File: src/rtl/serial_add_pkg.sv
// Shared definitions for the serial adder: FSM state encoding and a
// counter-width helper.
package serial_add_pkg;

  // 2'd3 is unused; the FSM treats it as illegal and returns to ST_IDLE.
  typedef enum logic [1:0] {
    ST_IDLE = 2'd0,
    ST_RUN  = 2'd1,
    ST_DONE = 2'd2
  } state_e;

  // Chunk counter width: $clog2(n), never less than one bit.
  function automatic int unsigned cnt_w(input int unsigned n);
    return (n > 1) ? $clog2(n) : 1;
  endfunction

endpackage

File: src/rtl/serial_adder_ha_cell.sv
// ha_cell: single-bit half adder.
// Ports:
//   a, b : addend bits
//   s    : sum bit   (a ^ b)
//   c    : carry bit (a & b)
module ha_cell (
  input  logic a,
  input  logic b,
  output logic s,
  output logic c
);

  assign s = a ^ b;
  assign c = a & b;

endmodule

File: src/rtl/serial_adder_ha.sv
// serial_adder_ha: multi-cycle WIDTH-bit adder processing BPC bits per clock,
// LSB first. Each bit of a chunk is a full adder made of two ha_cell
// instances plus an OR; carry_q links successive chunks.
// {cout,sum} = a + b + cin after WIDTH/BPC RUN cycles.
// Ports:
//   clk   : clock, rising edge
//   rst   : synchronous active-high reset (aborts any operation)
//   start : capture a, b, cin (accepted in IDLE or DONE only)
//   a, b  : WIDTH-bit unsigned operands
//   cin   : carry into bit 0
//   busy  : high while running
//   done  : one-cycle pulse when sum/cout become valid
//   sum   : WIDTH-bit result, held until next accepted start
//   cout  : carry out of the MSB, held with sum
//   ovf   : signed overflow, present only when SERIAL_ADD_OVF_EN is defined
module serial_adder_ha
  import serial_add_pkg::*;
#(
  parameter int unsigned WIDTH = 8,
  parameter int unsigned BPC   = 1
) (
  input  logic             clk,
  input  logic             rst,
  input  logic             start,
  input  logic [WIDTH-1:0] a,
  input  logic [WIDTH-1:0] b,
  input  logic             cin,
  output logic             busy,
  output logic             done,
  output logic [WIDTH-1:0] sum,
  output logic             cout
`ifdef SERIAL_ADD_OVF_EN
  ,
  output logic             ovf
`endif
);

  localparam int unsigned N  = WIDTH / BPC;
  localparam int unsigned CW = cnt_w(N);

  if ((BPC == 0) || (WIDTH < 2) || ((WIDTH % BPC) != 0)) begin : g_bad_param
    $error("serial_adder_ha: BPC must divide WIDTH and WIDTH must be >= 2");
  end

  state_e           state_q;
  logic [WIDTH-1:0] a_q, b_q, sum_q;
  logic [CW-1:0]    cnt_q;
  logic             carry_q, busy_q, done_q, cout_q;
`ifdef SERIAL_ADD_OVF_EN
  logic             ovf_q;
`endif

  logic [BPC:0]     chain;
  logic [BPC-1:0]   s0, c0, c1, chunk_s;
  logic [WIDTH-1:0] sum_d;
  logic             accept;

  // One chunk: per bit, two half adders and an OR, carry rippling upward.
  assign chain[0] = carry_q;
  for (genvar i = 0; i < BPC; i++) begin : g_bit
    ha_cell u_ha0 (.a(a_q[i]), .b(b_q[i]),     .s(s0[i]),      .c(c0[i]));
    ha_cell u_ha1 (.a(s0[i]),  .b(chain[i]),   .s(chunk_s[i]), .c(c1[i]));
    assign chain[i+1] = c0[i] | c1[i];
  end

  // New chunk enters from the MSB side so the LSB chunk ends up at bit 0.
  always_comb begin
    sum_d = (sum_q >> BPC) | (WIDTH'(chunk_s) << (WIDTH - BPC));
  end

  assign accept = start && ((state_q == ST_IDLE) || (state_q == ST_DONE));

  always_ff @(posedge clk) begin
    if (rst) begin
      state_q <= ST_IDLE;
      a_q     <= '0;
      b_q     <= '0;
      sum_q   <= '0;
      cnt_q   <= '0;
      carry_q <= 1'b0;
      busy_q  <= 1'b0;
      done_q  <= 1'b0;
      cout_q  <= 1'b0;
`ifdef SERIAL_ADD_OVF_EN
      ovf_q   <= 1'b0;
`endif
    end else begin
      done_q <= 1'b0;
      if (accept) begin
        state_q <= ST_RUN;
        a_q     <= a;
        b_q     <= b;
        carry_q <= cin;
        cnt_q   <= '0;
        sum_q   <= '0;
        cout_q  <= 1'b0;
        busy_q  <= 1'b1;
`ifdef SERIAL_ADD_OVF_EN
        ovf_q   <= 1'b0;
`endif
      end else begin
        case (state_q)
          ST_IDLE: state_q <= ST_IDLE;
          ST_RUN: begin
            a_q     <= a_q >> BPC;
            b_q     <= b_q >> BPC;
            sum_q   <= sum_d;
            carry_q <= chain[BPC];
            cnt_q   <= cnt_q + CW'(1);
            if (cnt_q == CW'(N - 1)) begin
              state_q <= ST_DONE;
              busy_q  <= 1'b0;
              done_q  <= 1'b1;
              cout_q  <= chain[BPC];
`ifdef SERIAL_ADD_OVF_EN
              // Last chunk holds the MSB at bit BPC-1.
              ovf_q   <= chain[BPC-1] ^ chain[BPC];
`endif
            end
          end
          ST_DONE: state_q <= ST_IDLE;
          default: begin
            state_q <= ST_IDLE;
            busy_q  <= 1'b0;
          end
        endcase
      end
    end
  end

  assign busy = busy_q;
  assign done = done_q;
  assign sum  = sum_q;
  assign cout = cout_q;
`ifdef SERIAL_ADD_OVF_EN
  assign ovf  = ovf_q;
`endif

endmodule
File: config.mk
export PLATFORM = sky130hd
export DESIGN_NAME = serial_adder_ha
export DESIGN_NICKNAME = d
export VERILOG_FILES = /design/src/rtl/serial_add_pkg.sv /design/src/rtl/serial_adder_ha_cell.sv /design/src/rtl/serial_adder_ha.sv
export SDC_FILE = /design/constraint.sdc
export NUM_CORES = 1
export LEC_CHECK = 0
export CAP_MARGIN = 10
export CORE_MARGIN = 3
export CORE_UTILIZATION = 50
export DETAILED_ROUTE_END_ITERATION = 7
export PLACE_DENSITY_LB_ADDON = 0.25
export SLEW_MARGIN = 20
export SYNTH_ARGS = -nofsm -noshare
export SYNTH_HDL_FRONTEND = slang
export SYNTH_SLANG_ARGS = --single-unit
File: constraint.sdc
create_clock -name clk -period 1.75 [get_ports clk]
set_clock_uncertainty 0.05 [all_clocks]
set_input_delay 0.4375 -clock clk [delete_from_list [all_inputs] [get_ports clk]]
set_output_delay 0.4375 -clock clk [all_outputs]
set_load 0.01 [all_outputs]
* Word level (Yosys, flattened, before mapping)
Cells that the tools add are included.
** Word-level totals
- Logic and storage cells :: 45
- Register bits :: 33
- Input bits :: 20
- Output and inout port bits :: 11
** Cells by class
- Bitwise operators :: 7
- Equal/unequal tests :: 5
- Mux-type cells :: 13
- Add/sub/neg operators :: 1
- Reduce and logical (&&, ||, !) cells :: 9
** Operators by type and width (count)
- $mux W8 :: 4
- $mux W1 :: 8
- $or A7 B8 Y8 :: 1
- $reduce_and A2 Y1 :: 2
- $reduce_or A2 Y1 :: 2
- $add A3 B1 Y3 const B :: 1
- $eq A3 B3 Y1 const B :: 1
- $ne A3 B3 Y1 const B :: 1
- $reduce_or A3 Y1 :: 1
- $and A1 B1 Y1 :: 2
- $eq A2 B1 Y1 const B :: 1
- $eq A2 B2 Y1 const B :: 1
- $logic_not A2 Y1 :: 1
- $ne A2 B1 Y1 const B :: 1
- $pmux W1 S2 :: 1
- $reduce_bool A2 Y1 :: 1
- $xor A1 B1 Y1 :: 2
- $logic_and A1 B1 Y1 :: 1
- $logic_or A1 B1 Y1 :: 1
- $not A1 Y1 :: 1
- $or A1 B1 Y1 :: 1

* Logic depth before layout (Yosys ltp)
Gate-level depths: netlist of the first run.
- Depth in word-level cells :: 5
- Mapped depth :: 5

* By module
From an unflattened synthesis of the first run, not the netlist that was laid out.
** Unflattened totals
- Cell total of the unflattened synthesis :: 161
- Area, all modules :: 1366.3 um2
** By module, submodules not included
- serial_adder_ha :: cells each 159, area an instance 1341.3 um2, times used 1
- ha_cell :: cells each 1, area an instance 12.5 um2, times used 2

* Worst setup path before layout of the first run
OpenSTA, ideal clock, no wires.
- Path type :: input port to flip-flop
- Start point :: input start
- End point :: register a_q[1]
- Stages on the path :: 5
- Data arrival time :: 1.029 ns
- Path slack :: 0.538 ns
- Path buffers :: 2
- Cell sequence :: nor2b_1 clkbuf_2 buf_6 nor3_1 nor3_1
** On the way
- Cells in the longest elaborated chain, start to end :: 2
- Elaborated cells on any way between the ends :: 3
- Those cells by class :: 1 x mux; 2 x reduce/logical
** RTL lines
- start: declaration :: RTL line serial_adder_ha.sv:24 : input logic start,
- $logic_and A1 B1 Y1 * :: RTL line serial_adder_ha.sv:71 : assign accept = start && ((state_q == ST_IDLE) || (state_q == ST_DONE));
- $mux W8 / $reduce_bool A2 Y1 (equally long branches)
- end signal: assignment :: RTL line serial_adder_ha.sv:105 : a_q <= a_q >> BPC;
- end: declaration :: RTL line serial_adder_ha.sv:46 : logic [WIDTH-1:0] a_q, b_q, sum_q;
Every way passes the cells marked *; elsewhere a longest branch is shown, timed or not.
A chain may end at the register's enable or synchronous reset.

* Worst setup path after layout of the first run
- Start point :: register cout_q (netlist: cout)
- End point :: output cout
** RTL lines
- start: declaration :: RTL line serial_adder_ha.sv:48 : logic carry_q, busy_q, done_q, cout_q;
- start signal: assignment :: RTL line serial_adder_ha.sv:114 : cout_q <= chain[BPC];
- end: declaration :: RTL line serial_adder_ha.sv:31 : output logic cout
No word-level cell between the ends.

==> impl_results.md, run 1 <==
- Status: finished, final reports clean
- Startpoint Class: flop
- Grt total ovfl: 0
- Max incr delay on CP: 530 ps
- Die area: 3390 sq um
- Area of the multi-input gates: 585.6 sq um
- Max Slew Vio Count: 0
- PnR worst setup slack: 58.07 ps
- Clock slew at reported path FFs: 100 ps
- Mean Syn Cell Area: 9.092 sq um
- Register area: 660.6 sq um
- Ant diodes: 0
- NumNets Final: 205
- Post-synth cell types: 28
- Bufs on Longest Clock Path: 2
- Most common cell after layout, fill and taps aside: dfxtp_1
- RSZ-0062 raised after global routing: no
- Fmax: 591.0 MHz
- Minimum clock period: 1692 ps
- Syn Inst Count: 150
- Register area share after synthesis: 48.44%
- Crit path kind: flop to output pin
- Leak: 0.0007736 uW
- Critical Path, Cell by Cell: clkdlybuf4s50_1
- Pwr Total: 1539 uW
- Ys Warns: 0
- Final hold slack: 411.1 ps
- ANT nets after route: 0
- Vias post-DR: 1151
- Final setup fails: 0
- Layout cells sized above 1: 12.02%
- Final GP Congestion: 0.7616
- CTS Buf Count: 5
- TritonRoute pass-1 iters: 4
- Placed cell count: 205
- Vias in the first global route: 1011
- Max IR drop VDD: 0.7811 mV
- # IOs: 31
- TritonCTS clock tree: done
- Synthesis-stage register bit count: 33
- Drc violations: 0
- Chip height: 58.23 microns
- CP arrival: 1200 ps
- Core area: 2545 sq um
- Syn nets: 173
- Port bufs: 30
- Crit-path slowest cell: clkdlybuf4s50_1
- Min-Delay Path Class: flop to flop
- Clk_lat worst skew: 330 ps
- WP depth: 1
- Worst path required time: 1260 ps
- Post-synth top area share: 48.44%
- 1st-iter DRT viols: 46
- Post-layout util: 68.58%
- Max-Cap Viols: 0
- Mapped cell area: 1364 sq um
- Sink Count: 33
- Dominant cells by area after synthesis: dfxtp_1, nor3_1, nand2_1
- First-pass GRT wire length: 4485 microns
- Via density: 5.404
- Final WL: 2715 microns
- # H-tree levels: 2
- Synth area leader: dfxtp_1
- Initial antenna violation count: 0
- Finished Layout Cells: 213
- Rel. slew slack: 69.85%
- Initial core utilization: 53.59%
- CTS root buf: clkbuf_4
- Worst Setup End Kind: output pin
- Pin count of the biggest net entering global routing: 28
- Final hold violation count: 0
- Dpl ws: -16.63 ps
- Routed len/inst: 12.75 microns
- DPL Wire Length: 1891 microns
- Worst-Margin Slew: 452.3 ps
- DIE WIDTH: 58.23 microns
- Synthesis-to-layout area growth: 27.98%
- Fillers: 202
- Commonest cells after routing, fill and taps aside: dfxtp_1, nand2_1, nor3_1, clkdlybuf4s50_1, a21oi_1
- Crit path max-delay family: buffers and inverters
- Power Density: 881.5 nW/um^2
- Crit share post-route: 96.68%
- Max Fanout on Critical Path: 2
- Total track usage: 17.49%
- Buffers & Inverters on Critical Path: 1
- # rows: 18
- Reg2Reg Depth: 4
- Worst hold stages: 2
[final timing paths]
kind,endpoint,slack (ps),from
max,cout,60,cout
min,sum[0],410,sum[0]
max reg2reg,b_q[6],490,state_q[1]
min reg2reg,sum[0],410,sum[0]
[stage by stage]
| step | cell area (sq um) | setup TNS, ps |
|---|---|---|
| after floorplan | 1364 | 0 |
| after global placement | 1657 | 0 |
| after detailed placement | 1657 | -16.63 |
| after CTS | 1725 | 0 |
| after global routing | 1745 | 0 |
| final | 1745 | 0 |
[Yosys cell counts]
cell type	instances
buf_2	2
clkbuf_2	1
nand3b_1	1
o22ai_1	10
buf_4	2
buf_6	4
and2b_2	1
nand2_1	27
fa_1	1
nor2b_1	1
o21a_1	1
mux2i_1	1
ha_1	2
clkbuf_1	2
dfxtp_1	33
xnor2_1	1
o21bai_1	1
a311oi_2	2
nand2b_1	2
buf_8	1
nand2b_4	1
a22oi_1	3
nor2_1	5
buf_12	1
nand3_1	5
a21oi_1	16
nor2_2	2
nor3_1	21
[layer usage]
metal,vias to the layer above,wire (microns),GRT usage (%)
met5,-,0,0
met4,0,18,5.960
met3,2,196,6.682
met2,30,1295,26.77
met1,532,1205,22.58
li1,587,-,-
[power breakdown]
part / internal (uW) / switching (uW) / leakage (uW) / total (uW)
Combinational: 124 / 115 / 0.000462 / 239
Sequential: 794 / 26.3 / 0.000270 / 821
Clock: 233 / 247 / 0.0000413 / 479
[logic make-up after synthesis]
family	count (synthesis)	share of synthesized area, %
AOI/OAI and AO/OA	33	15.41
xor gates and xnor gates	1	0.6423
buffers and inverters	13	8.623
muxes	1	0.7340
and+or+nand+nor	66	22.84
DFF	33	48.44
adders and majority gates	3	3.303
[layout make-up]
| type | count | share of cell area, % |
|---|---|---|
| repair buffers | 38 | 22.44 |
| clock inverters | 1 | 0.2867 |
| multi-input cells | 104 | 33.55 |
| clock buffers | 7 | 3.728 |
| well taps | 30 | 2.151 |
| flip-flops and latches | 33 | 37.85 |
[sequential cells by signal, summed over array words and instances (netlist names)]
| signal | count |
|---|---|
| carry_q | 1 |
| state_q | 2 |
| busy | 1 |
| cnt_q | 3 |
| b_q | 8 |
| a_q | 8 |
| cout | 1 |
| sum | 8 |
| done | 1 |
[worst reg2reg max path, delay by kind of cell, from the launching register on]
kind / cells / cell delay (ps)
AOI/OAI and AO/OA: 1 / 260
buffers and inverters: 1 / 280
DFF: 1 / 360
and+or+nand+nor: 2 / 230
[timing repair]
action / 4_1_cts / 5_1_grt
hold endpoints to repair: 0 / 0
gates resized for setup: 1 / 8
hold buffers: 0 / 0
gates cloned: 0 / 0
buffers inserted: 0 / 0
setup endpoints to repair: 1 / 8
Note: power is estimated with default switching activity, not from simulation.
==> inputs of run 2 (changes only) <==
- ABC_CLOCK_PERIOD_IN_PS: default -> 1750
- SETUP_SLACK_MARGIN: default -> 0.1
==> run 2 against run 1 <==
Routed wire length is 0.41% higher. Power is 0.11% higher. Critical path depth stayed put. Largest cell class unchanged. Largest power group unchanged.
==> impl_results.md, run 2 (synthesis results as in run 1) <==
- Status: finished, final reports clean
- CTS Buf Count: 5
- First-pass GRT wire length: 4498 microns
- Crit path max-delay family: flip-flops
- Max Fanout on Critical Path: 3
- Leak: 0.0006762 uW
- Gate power share: 15.5%
- Crit-path slowest cell: dfxtp_1
- Final setup fails: 0
- Port bufs: 30
- Core area: 2545 sq um
- Dpl cell area: 1657 sq um
- Final WL: 2726 microns
- Startpoint Class: flop
- TritonRoute pass-1 iters: 4
- Worst path required time: 1260 ps
- Synthesis-to-layout area growth: 25.60%
- Finished Layout Cells: 213
- DPL Wire Length: 1891 microns
- Clk_lat worst skew: 330 ps
- Vias in the first global route: 1013
- Routed len/inst: 12.80 microns
- Worst setup endpoint: sum[7]
- Worst Setup End Kind: output pin
- Fin area: 1713 sq um
- Met1 Use GR: 22.71%
- Met3 usage: 6.682%
- TritonCTS clock tree: done
- P_int: 1150 uW
- Worst-Margin Slew: 457.4 ps
- WP depth: 1
- Pin count of the biggest net entering global routing: 28
- Most common cell after layout, fill and taps aside: dfxtp_1
- Final GP Congestion: 0.7616
- Sequential share of power: 53.3%
- Pwr Total: 1540 uW
- NumNets Final: 205
- R2r startpoint: state_q[0]
- Die area: 3390 sq um
- DIE WIDTH: 58.23 microns
- Fillers: 216
- Via density: 5.507
- Grt total ovfl: 0
- Minimum clock period: 1472 ps
- Commonest cells after routing, fill and taps aside: dfxtp_1, nand2_1, nor3_1, clkdlybuf4s50_1, a21oi_1
- Max Slew Vio Count: 0
- Max-Cap Viols: 0
- RSZ-0062 raised after global routing: no
- Final hold violation count: 0
- CTS root buf: clkbuf_4
- Fmax: 679.3 MHz
- Clock slew at reported path FFs: 100 ps
- Initial antenna violation count: 0
- Critical Path, Cell by Cell: dlygate4sd2_1
- Max IR drop VDD: 0.7866 mV
- 1st-iter DRT viols: 37
- # H-tree levels: 2
- # IOs: 31
- Placed cell count: 205
- Clock Power Share: 31.3%
- Final hold slack: 409.4 ps
- Drc violations: 0
- Ant diodes: 0
- Sink Count: 33
- Bufs on Longest Clock Path: 2
- R2r endpoint: b_q[3]
- Buffers & Inverters on Critical Path: 1
- # rows: 18
- Crit share post-route: 84.12%
- Crit path kind: flop to output pin
- CP Launch Point: sum[7]
- Layout cells sized above 1: 12.02%
- Min-Delay Path Class: flop to flop
- Initial core utilization: 53.59%
- GR Util met2: 26.77%
- Total track usage: 17.53%
- Power Density: 899.2 nW/um^2
- Switch share: 25.36%
- Switching power total: 390.6 uW
- ANT nets after route: 0
- CP arrival: 980 ps
- Rel. slew slack: 69.50%
- R2r setup slk: 490 ps
- Max incr delay on CP: 380 ps
- Reg2Reg Depth: 4
- Chip height: 58.23 microns
- Vias post-DR: 1173
- GRT busiest layer: met2
==> run 2: cell types whose count changed in the layout (fill, tap and decap cells not counted) <==
cell             delta
clkdlybuf4s50_1     -2
dlygate4sd2_1      +10
dlymetal6s2s_1      -8
==> run 2: final cells by class <==
class                           count  area, sq um  area share (%)
Clock inverter                      1        5.005          0.2922
Multi-Input combinational cell    104        585.6           34.19
Sequential cell                    33        660.6           38.57
Timing Repair Buffer               38        359.1           20.96
Clock buffer                        7        65.06           3.798
Tap cell                           30        37.54           2.191
==> run 2: layer usage <==
| metal | part of all wire, % | wire [microns] | vias to the layer above |
|---|---|---|---|
| met1 | 46 | 1246 | 544 |
| met4 | 0.66 | 18 | 0 |
| met5 | 0 | 0 | - |
| met3 | 7.6 | 206 | 2 |
| li1 | - | - | 583 |
| met2 | 46 | 1255 | 44 |
==> run 2: worst min path at each step <==
stage / start / endpoint / slack (ps) / cells after the start
finish: sum[0] / sum[0] / 410 / 2
global route: sum[0] / sum[0] / 440 / 2
CTS: sum[0] / sum[0] / 410 / 2
detailed placement: sum[0] / sum[0] / 400 / 2
global placement: sum[0] / sum[0] / 390 / 2
floorplan: cnt_q[1] / cnt_q[1] / 390 / 2
==> run 2: what timing repair did <==
item	4_1_cts	5_1_grt
resized for setup	11	0
hold buffers	0	0
setup buffers	0	0
endpoints found under the setup margin	11	0
==> run 2: power groups by stage <==
stage	Combinational, uW	Sequential, uW	Clock, uW
6_report	238	820	481
5_1_grt	262	826	522
4_1_cts	238	821	495
3_5_place_dp	239	838	0
3_3_place_gp	234	836	0
2_1_floorplan	171	833	0
==> run 2: metrics by stage <==
step,setup WS [ps],utilization [%],setup TNS [ps]
floorplan,538.2,-,0
global placement,24.75,65.09,0
detailed placement,-16.63,65.09,-16.63
CTS,262.0,67.31,0
global route,220.6,67.31,0
finish,277.9,67.31,0
